==> src/rtl/nmcu_pkg.sv <==
// Shared constants, FSM state type and the requantization helper for the
// near-memory compute unit output drain.
package nmcu_pkg;

    localparam int unsigned NUM_OUT = 9;
    localparam int unsigned ACC_W   = 32;
    localparam int unsigned OUT_W   = 8;
    localparam int unsigned ADDR_W  = 16;
    localparam int unsigned SHIFT_W = 5;
    localparam int unsigned IDX_W   = $clog2(NUM_OUT);

    typedef enum logic {
        StIdle,
        StDrain
    } state_e;

    // Returns {sat, byte}: optional ReLU, round-half-up arithmetic shift, clip to signed OUT_W.
    function automatic logic [OUT_W:0] round_shift_sat(
        input logic [ACC_W-1:0]   x,
        input logic [SHIFT_W-1:0] shift,
        input logic               relu
    );
        logic signed [ACC_W:0] r;
        logic signed [ACC_W:0] rnd;
        logic signed [ACC_W:0] y;
        logic signed [ACC_W:0] max_v;
        logic signed [ACC_W:0] min_v;
        logic                  sat;
        logic [OUT_W-1:0]      q;

        max_v              = '0;
        max_v[OUT_W-2:0]   = '1;
        min_v              = '1;
        min_v[OUT_W-2:0]   = '0;

        // One extra bit of headroom so the rounding add cannot wrap.
        r = (relu && x[ACC_W-1]) ? '0 : {x[ACC_W-1], x};
        if (shift != '0) begin
            rnd = {{ACC_W{1'b0}}, 1'b1} << (shift - 5'd1);
            y   = (r + rnd) >>> shift;
        end else begin
            rnd = '0;
            y   = r;
        end

        if (y > max_v) begin
            sat = 1'b1;
            q   = max_v[OUT_W-1:0];
        end else if (y < min_v) begin
            sat = 1'b1;
            q   = min_v[OUT_W-1:0];
        end else begin
            sat = 1'b0;
            q   = y[OUT_W-1:0];
        end
        return {sat, q};
    endfunction

endpackage

==> src/rtl/nmcu_requant.sv <==
// Single-element requantizer: ReLU, rounding right shift, signed saturation.
module nmcu_requant
    import nmcu_pkg::*;
(
    input  logic [ACC_W-1:0]   i_x,
    input  logic [SHIFT_W-1:0] i_shift,
    input  logic               i_relu,
    output logic [OUT_W-1:0]   o_data,
    output logic               o_sat
);

    logic [OUT_W:0] w_res;

    // Pure function of the inputs; no state here.
    always_comb begin
        w_res  = round_shift_sat(i_x, i_shift, i_relu);
        o_sat  = w_res[OUT_W];
        o_data = w_res[OUT_W-1:0];
    end

endmodule

==> src/rtl/nmcu_out_drain.sv <==
// Output drain: captures a tile of accumulators, then streams requantized bytes
// with addresses over a valid/ready port, one element per beat.
module nmcu_out_drain
    import nmcu_pkg::*;
(
    input  logic                     i_clk,
    input  logic                     i_rst,
    input  logic                     i_in_valid,
    output logic                     o_in_ready,
    input  logic [NUM_OUT*ACC_W-1:0] i_in_data,
    input  logic [SHIFT_W-1:0]       i_cfg_shift,
    input  logic                     i_cfg_relu,
    input  logic [ADDR_W-1:0]        i_cfg_base_addr,
    output logic                     o_out_valid,
    input  logic                     i_out_ready,
    output logic [OUT_W-1:0]         o_out_data,
    output logic [ADDR_W-1:0]        o_out_addr,
    output logic                     o_out_last,
    output logic                     o_busy,
    output logic                     o_sat_flag
);

    state_e             r_state;
    logic [IDX_W-1:0]   r_idx;
    logic [ACC_W-1:0]   r_tile [NUM_OUT];
    logic [SHIFT_W-1:0] r_shift;
    logic               r_relu;
    logic [ADDR_W-1:0]  r_base;
    logic               r_sat;

    logic [ACC_W-1:0]   w_elem;
    logic [OUT_W-1:0]   w_q;
    logic               w_clip;
    logic               w_is_last;

    // Select the element currently being drained.
    always_comb begin
        w_elem = '0;
        for (int k = 0; k < NUM_OUT; k++) begin
            if (r_idx == IDX_W'(k)) begin
                w_elem = r_tile[k];
            end
        end
    end

    nmcu_requant u_requant (
        .i_x     (w_elem),
        .i_shift (r_shift),
        .i_relu  (r_relu),
        .o_data  (w_q),
        .o_sat   (w_clip)
    );

    assign w_is_last = (r_idx == IDX_W'(NUM_OUT - 1));

    // Outputs come only from registered state, so out_ready never reaches them.
    always_comb begin
        o_in_ready  = (r_state == StIdle);
        o_out_valid = (r_state == StDrain);
        o_busy      = (r_state == StDrain);
        o_out_last  = (r_state == StDrain) && w_is_last;
        o_out_data  = w_q;
        o_out_addr  = r_base + ADDR_W'(r_idx);
        o_sat_flag  = r_sat;
    end

    // Capture/drain FSM with synchronous reset.
    always_ff @(posedge i_clk) begin
        if (i_rst) begin
            r_state <= StIdle;
            r_idx   <= '0;
            r_shift <= '0;
            r_relu  <= 1'b0;
            r_base  <= '0;
            r_sat   <= 1'b0;
            for (int k = 0; k < NUM_OUT; k++) begin
                r_tile[k] <= '0;
            end
        end else begin
            unique case (r_state)
                StIdle: begin
                    if (i_in_valid) begin
                        for (int k = 0; k < NUM_OUT; k++) begin
                            r_tile[k] <= i_in_data[k*ACC_W +: ACC_W];
                        end
                        r_shift <= i_cfg_shift;
                        r_relu  <= i_cfg_relu;
                        r_base  <= i_cfg_base_addr;
                        r_idx   <= '0;
                        r_sat   <= 1'b0;
                        r_state <= StDrain;
                    end
                end
                StDrain: begin
                    if (i_out_ready) begin
                        if (w_clip) begin
                            r_sat <= 1'b1;
                        end
                        if (w_is_last) begin
                            r_idx   <= '0;
                            r_state <= StIdle;
                        end else begin
                            r_idx <= r_idx + 1'b1;
                        end
                    end
                end
                default: begin
                    r_state <= StIdle;
                end
            endcase
        end
    end

endmodule

==> config.mk <==
export PLATFORM = sky130hd
export DESIGN_NAME = nmcu_out_drain
export DESIGN_NICKNAME = d
export VERILOG_FILES = /design/src/rtl/nmcu_pkg.sv /design/src/rtl/nmcu_requant.sv /design/src/rtl/nmcu_out_drain.sv
export SDC_FILE = /design/constraint.sdc
export NUM_CORES = 1
export LEC_CHECK = 0
export CAP_MARGIN = 20
export CORE_ASPECT_RATIO = 0.6
export CORE_MARGIN = 8
export CORE_UTILIZATION = 30
export CTS_CLUSTER_DIAMETER = 40
export DETAILED_ROUTE_END_ITERATION = 7
export PLACE_DENSITY_LB_ADDON = 0.05
export SYNTH_ARGS = -nofsm -noshare
export SYNTH_HDL_FRONTEND = slang
export SYNTH_HIERARCHICAL = 1
export SYNTH_SLANG_ARGS = --single-unit
export TNS_END_PERCENT = 5
==> constraint.sdc <==
create_clock -name i_clk -period 10.1 [get_ports i_clk]
set_clock_uncertainty 0.05 [all_clocks]
set_input_delay 1.01 -clock i_clk [delete_from_list [all_inputs] [get_ports i_clk]]
set_output_delay 1.01 -clock i_clk [all_outputs]
set_load 0.03 [all_outputs]
==> metrics.md, run 1 <==
| Metric | Value |
|---|---|
| Max Root-Sink Buffers | `3` |
| Maximum vdd drop | `112 uV` |
| Fraction of final layout cells sized beyond drive strength 1 | `0.112` |
| Fill count | `6,970` |
| Clock tree from TritonCTS | `built` |
| Hold slack | `0.423 ns` |
| DR WL/cell | `29.9 um` |
| Final hold violations | `0` |
| Clock latency on the worst-skew pair | `0.58 ns` |
| #FFs+latches synth | `316` |
| CP endpoint kind | `output pin` |
| Sequential area share after synthesis | `0.436` |
| Die height | `222 um` |
| Final setup viols | `0` |
| Worst setup SP type | `register` |
| Most common cell after layout, fill and taps aside | `clkdlybuf4s50_1` |
| Num CTS Buffers | `46` |
| CP Data Arrival Time | `8.72 ns` |
| Clock sink count | `316` |
| Die Wd | `359 um` |
| Routed vias/inst | `5.67` |
| Critical-path maximum fanout | `14` |
| Number of synthesized flops with an enable pin | `288` |
| Hold depth | `2` |
| Worst Path Required | `9.04 ns` |
| First-pass GRT wire length | `146,000 um` |
| Critical path's most frequent cell | `buf_4` |
| Critical path's slowest cell | `a211oi_1` |
| RD Place Congestion | `0.976` |
| Setup TNS | `0 ns` |
| WHS Endpoint | `r_base[3]$_SDFFE_PP0P_` |
| Vias in the first global route | `19,688` |
| Iteration-0 DRC Markers | `2,057` |
| CP bufs+invs | `4` |
| Synth Net Count | `2,554` |
| Remaining DRCs | `0` |
| Mean Syn Cell Area | `9.62 um^2` |
| R2R Path Start | `r_idx[1]$_SDFFE_PP0P_` |
| Initial antenna violation count | `8` |
| DR vias | `19,818` |
| Initial Util | `0.303` |
| CP top delay family | `compound AO/OA/AOI/OAI gates` |
| Asr flop ratio synth | `0` |
| YS warnings | `6` |
| Hold buffers post-CTS | `0` |
| Fin. max-slew vios | `0` |
| Final min period | `9.78 ns` |
| Max incr delay on CP | `0.78 ns` |
| H-tree depth | `2` |
| P&R area growth vs syn | `30.3%` |
| PD cells | `151 mW/mm^2` |
| Mapped cell area | `0.0211 mm^2` |
| F_max | `0.102 GHz` |
| CP cell instances | `inv_1 > ha_1 > nand3b_2 > buf_4 > o22ai_1 > nor3_1 > and2_1 > ha_1 > fa_1 > a211oi_2 > o21ai_1 > a211oi_2 > buf_4 > o211ai_1 > xnor2_1 > a221oi_1 > a211oi_1 > o221ai_1 > or3_1 > nor4b_2 > a41o_2 > o31ai_2 > buf_4` |
| Core area | `0.0698 mm^2` |
| Worst hold path type | `reg2reg` |
| Distinct cell type count after synthesis | `115` |
| Drt pass-1 iters | `5` |
| CTS Root Cell | `clkbuf_16` |
| Ys flop type | `edfxtp_1` |
| Largest net degree at the start of global routing | `200` |
| CP Launch Point | `r_idx[1]$_SDFFE_PP0P_` |
| Crit Path Category | `reg2out` |
| Gr usage total | `0.252` |
| HPWL after detailed placement | `80,000 um` |
| Remaining Overflow, GRT | `0` |
| Status | `finished clean` |
| Hold path start | `r_base[3]$_SDFFE_PP0P_` |
| Nets | `2,886` |
| Max cap viols | `0` |
| # IOs | `343` |
| Most frequent cells in the layout | `clkdlybuf4s50_1, and2_1, edfxtp_1` |
| R2R setup slack | `1.63 ns` |
| RR Endpoint | `o_sat_flag$_SDFFE_PP0P_` |
| Static leakage | `10.5 nW` |
| Worst rel slew slack | `0.176` |
| DIE AREA | `0.0795 mm^2` |
| Crit share post-route | `0.968` |
| Antenna-violating nets left | `0` |
| Reg2Reg Depth | `24` |
| Drt total wl | `104,000 um` |
| Mapped Cells | `2,198` |
| Least-Margin Pin Slew | `1.24 ns` |
| Post-CTS Setup Bufs | `0` |
| Cell row count | `75` |
| Clock Pin Slew Worst Setup and Hold Paths | `0.06 ns` |
| Post-cts gate resize count | `0` |
| PortBufs | `342` |
| RSZ-0062 raised after global routing | `no` |
## worst max-delay path by stage
stage / end / slack [ns] / depth (start not counted)
floorplan: o_out_data[4] / 2.73 / 27
global route: o_out_data[4] / 0.03 / 23
finish: o_out_data[4] / 0.32 / 23
global placement: o_out_data[4] / 0.73 / 27
detailed placement: o_out_data[4] / 0.76 / 27
CTS: o_out_data[4] / 0.12 / 27
## logic make-up (layout without fill, tap and decap cells)
logic type | Yosys count | count (layout) | synth area share
AOI/OAI and AO/OA | 606 | 606 | 0.214
and+or+nand+nor | 920 | 921 | 0.243
adders and majority gates | 42 | 42 | 0.0256
muxes | 26 | 26 | 0.0156
buffers and inverters | 254 | 620 | 0.0515
DFF | 316 | 316 | 0.436
other | 0 | 4 | 0
xor gates and xnor gates | 34 | 34 | 0.0144
## cell usage after synthesis (all sizes together), types with 25 or more instances
master	instances	share of area
and2	323	0.096
edfxtp	288	0.41
nand2	165	0.029
a21oi	136	0.034
nor2	129	0.024
clkbuf	97	0.017
inv	85	0.015
o21ai	83	0.021
buf	70	0.019
nor3	67	0.017
a221oi	45	0.020
a211o	44	0.018
o22ai	41	0.012
a221o	40	0.019
ha	40	0.024
nand2b	39	0.012
nor3b	35	0.013
nand3b	34	0.012
a311oi	31	0.013
o211ai	30	0.012
dfxtp	28	0.027
nand3	25	0.0059
xnor2	25	0.011
## where the power goes
| part | internal (W) | switching (W) | total [W] |
|---|---|---|---|
| registers | 0.00153 | 0.0000356 | 0.00157 |
| logic | 0.000372 | 0.000577 | 0.000949 |
| clock network | 0.000979 | 0.000667 | 0.00165 |
## metrics by stage
step                 util  total power (W)  area, um^2  instances  worst slack (ns)
finish              0.394          0.00416       27500       3493             0.322
global route        0.394          0.00431       27500       3489            0.0349
CTS                 0.394          0.00417       27500       3488             0.122
detailed placement  0.371          0.00251       25900       3405             0.757
global placement    0.371          0.00252       25900       3404             0.734
floorplan               -          0.00206       21100       2198              2.73
## final cells by class
class                           instances  area (um^2)  share of cell area
Inverter                               87          327              0.0119
Clock inverter                         32          365              0.0133
Timing Repair Buffer                  450         4300               0.156
Tap cell                              924         1160              0.0420
Antenna cell                            4         10.0            0.000363
Multi-Input combinational cell       1629        11000               0.398
Clock buffer                           51         1200              0.0436
Sequential cell                       316         9210               0.334
## state kept, by name, summed over array words and instances (netlist names)
| name | count |
|---|---|
| r_tile | 288 |
| r_base | 16 |
| r_shift | 5 |
| r_idx | 4 |
| o_busy | 1 |
| o_sat_flag | 1 |
| r_relu | 1 |
## tightest hold or removal path, stage by stage (launching register included)
cell and delay, ns:
dfxtp_1 0.31, nand2_1 0.05, a21oi_1 0.06
## layer usage
metal / share of wire / GRT usage / up-vias
met2: 0.37 / 0.325 / 993
met1: 0.48 / 0.374 / 9760
met4: 0.023 / 0.0575 / 12
met5: 0.00080 / 0 / -
li1: - / - / 8921
met3: 0.12 / 0.113 / 132
Note: power is estimated with default switching activity, not from simulation.
==> run 2: changes to the inputs <==
MAX_ROUTING_LAYER = met4   (was default)
==> metrics.md, run 2 (synthesized netlist as in run 1, its figures left out) <==
| Metric | Value |
|---|---|
| Initial antenna violation count | `8 (unchanged)` |
| Vias in the first global route | `19,944 (was 19,688)` |
| Cell row count | `75 (unchanged)` |
| Gr usage total | `0.263 (was 0.252)` |
| Final min period | `9.81 ns (was 9.78 ns)` |
| Worst rel slew slack | `0.233 (was 0.176)` |
| Clock sink count | `316 (unchanged)` |
| Remaining Overflow, GRT | `0 (unchanged)` |
| Routed vias/inst | `5.67 (about the same)` |
| HPWL after detailed placement | `81,400 um (was 80,000 um)` |
| Crit Path Category | `reg2out (unchanged)` |
| Critical-path maximum fanout | `36 (was 14)` |
| DIE AREA | `0.0795 mm^2 (unchanged)` |
| Clock tree from TritonCTS | `built (unchanged)` |
| Max cap viols | `0 (unchanged)` |
| DR vias | `19,942 (was 19,818)` |
| Max Root-Sink Buffers | `3 (unchanged)` |
| Critical path's slowest cell | `a21boi_0 (was a211oi_1)` |
| Largest net degree at the start of global routing | `224 (was 200)` |
| CTS Root Cell | `clkbuf_16 (unchanged)` |
| Drt pass-1 iters | `6 (was 5)` |
| Num CTS Buffers | `46 (unchanged)` |
| Fraction of final layout cells sized beyond drive strength 1 | `0.118 (was 0.112)` |
| Largest Register | `r_tile (unchanged)` |
| Setup Slack @ Placement | `0.730 ns (was 0.757 ns)` |
| Final WS setup | `0.291 ns (was 0.322 ns)` |
| CP endpoint | `o_out_data[4] (unchanged)` |
| CP endpoint kind | `output pin (unchanged)` |
| Biggest regs | `r_tile x288, r_base x16, r_shift x5 (unchanged)` |
| Final hold violations | `0 (unchanged)` |
| Least-Margin Pin Slew | `1.15 ns (was 1.24 ns)` |
| RSZ-0062 raised after global routing | `no (unchanged)` |
| Status | `finished clean (unchanged)` |
| R2R setup slack | `1.58 ns (was 1.63 ns)` |
| Static leakage | `10.5 nW (about the same)` |
| PD cells | `151 mW/mm^2 (about the same)` |
| PortBufs | `342 (unchanged)` |
| Antenna-violating nets left | `0 (unchanged)` |
| F_max | `0.102 GHz (about the same)` |
| Iteration-0 DRC Markers | `2,060 (was 2,057)` |
| Initial Util | `0.303 (unchanged)` |
| Nets | `2,906 (was 2,886)` |
| Max incr delay on CP | `0.72 ns (was 0.78 ns)` |
| Remaining DRCs | `0 (unchanged)` |
| Most common cell after layout, fill and taps aside | `clkdlybuf4s50_1 (unchanged)` |
| CP Launch Point | `r_idx[1]$_SDFFE_PP0P_ (unchanged)` |
| CP Data Arrival Time | `8.75 ns (was 8.72 ns)` |
| H-tree depth | `2 (unchanged)` |
| # IOs | `343 (unchanged)` |
| Worst hold path type | `reg2reg (unchanged)` |
| Die Wd | `359 um (unchanged)` |
| Drt total wl | `106,000 um (was 104,000 um)` |
| RR Endpoint | `o_sat_flag$_SDFFE_PP0P_ (unchanged)` |
| Die height | `222 um (unchanged)` |
| Crit share post-route | `0.971 (was 0.968)` |
| Final setup viols | `0 (unchanged)` |
| CP cell instances | `inv_1 > ha_1 > nor2b_4 > buf_4 > buf_4 > a221o_1 > a311oi_1 > nor3_1 > and2_1 > ha_1 > and4_1 > and2_1 > a22oi_1 > a211oi_1 > nor2_1 > a22oi_1 > a31oi_1 > a21boi_0 > nor3_1 > nor4b_2 > nand4_1 > o31a_1 > o31ai_2 > buf_4 (was inv_1 > ha_1 > nand3b_2 > buf_4 > o22ai_1 > nor3_1 > and2_1 > ha_1 > fa_1 > a211oi_2 > o21ai_1 > a211oi_2 > buf_4 > o211ai_1 > xnor2_1 > a221oi_1 > a211oi_1 > o221ai_1 > or3_1 > nor4b_2 > a41o_2 > o31ai_2 > buf_4)` |
| Core area | `0.0698 mm^2 (unchanged)` |
| Setup TNS | `0 ns (unchanged)` |
| RD Place Congestion | `1.01 (was 0.976)` |
| Clock latency on the worst-skew pair | `0.60 ns (was 0.58 ns)` |
| R2R Path Start | `r_idx[1]$_SDFFE_PP0P_ (unchanged)` |
| Most frequent cells in the layout | `clkdlybuf4s50_1, and2_1, edfxtp_1 (unchanged)` |
| Clock Pin Slew Worst Setup and Hold Paths | `0.06 ns (about the same)` |
| P&R area growth vs syn | `30.9% (was 30.3%)` |
| Worst setup SP type | `register (unchanged)` |
| First-pass GRT wire length | `149,000 um (was 146,000 um)` |
| Worst Path Required | `9.04 ns (about the same)` |
| Fin. max-slew vios | `0 (unchanged)` |
| Critical path's most frequent cell | `buf_4 (unchanged)` |
| DR WL/cell | `30.2 um (was 29.9 um)` |
| Maximum vdd drop | `129 uV (was 112 uV)` |
| Reg2Reg Depth | `25 (was 24)` |
| Hold buffers post-CTS | `0 (unchanged)` |
| Largest register FFs | `288 (unchanged)` |
-- run 2: where the power goes --
| group | leakage, nW | switching, W | internal [W] |
|---|---|---|---|
| logic | 6.43 | 0.000596 | 0.000391 |
| registers | 3.34 | 0.0000357 | 0.00153 |
| clock network | 0.733 | 0.000667 | 0.000946 |
-- run 2: per-stage QoR --
| step | instances | area (um^2) | utilization | hold slack [ns] | total power, W |
|---|---|---|---|---|---|
| 5_1_grt | 3514 | 27700 | 0.396 | 0.461 | 0.00431 |
| 4_1_cts | 3504 | 27600 | 0.395 | 0.423 | 0.00418 |
| 6_report | 3516 | 27700 | 0.396 | 0.419 | 0.00417 |
| 3_5_place_dp | 3421 | 26000 | 0.373 | 0.415 | 0.00254 |
| 3_3_place_gp | 3421 | 26000 | 0.373 | 0.408 | 0.00255 |
| 2_1_floorplan | 2198 | 21100 | - | 0.385 | 0.00206 |
-- run 2: worst min-delay path by stage --
stage / slack [ns] / from / cells after the start / endpoint
floorplan: 0.39 / r_shift[0]$_SDFFE_PP0P_ / 2 / r_shift[0]$_SDFFE_PP0P_
global placement: 0.41 / r_base[2]$_SDFFE_PP0P_ / 2 / r_base[2]$_SDFFE_PP0P_
detailed placement: 0.41 / r_base[2]$_SDFFE_PP0P_ / 2 / r_base[2]$_SDFFE_PP0P_
CTS: 0.42 / r_base[2]$_SDFFE_PP0P_ / 2 / r_base[2]$_SDFFE_PP0P_
global route: 0.46 / r_base[2]$_SDFFE_PP0P_ / 2 / r_base[2]$_SDFFE_PP0P_
finish: 0.42 / r_base[2]$_SDFFE_PP0P_ / 2 / r_base[2]$_SDFFE_PP0P_
-- run 2: cell type report --
| type | instances | area [um^2] |
|---|---|---|
| fill | 6987 | 42100 |
| clock inverter | 32 | 339 |
| inverter | 87 | 327 |
| timing repair buffer | 470 | 4470 |
| antenna | 7 | 17.5 |
| multi-input combinational | 1629 | 11000 |
| sequential | 316 | 9210 |
| tap | 924 | 1160 |
| clock buffer | 51 | 1190 |
-- run 2: what timing repair did --
action                     CTS  global route
gates resized for setup      0             9
buffers inserted             0             4
setup endpoints to repair    0             7
-- run 2: worst max-delay path, delay by kind of cell, from the launching register on --
kind            cells  cell delay, ns
compound gates      9            3.24
fa+ha+maj           2            0.77
buf+inv             4            0.97
flops               1            0.43
simple gates        9            2.69
-- run 2: layer usage --
| layer | part of all wire | up-vias | track usage |
|---|---|---|---|
| li1 | - | 8973 | - |
| met1 | 0.50 | 9923 | 0.400 |
| met2 | 0.38 | 948 | 0.332 |
| met5 | 0 | - | - |
| met3 | 0.11 | 98 | 0.0882 |
| met4 | 0.015 | 0 | 0.0452 |
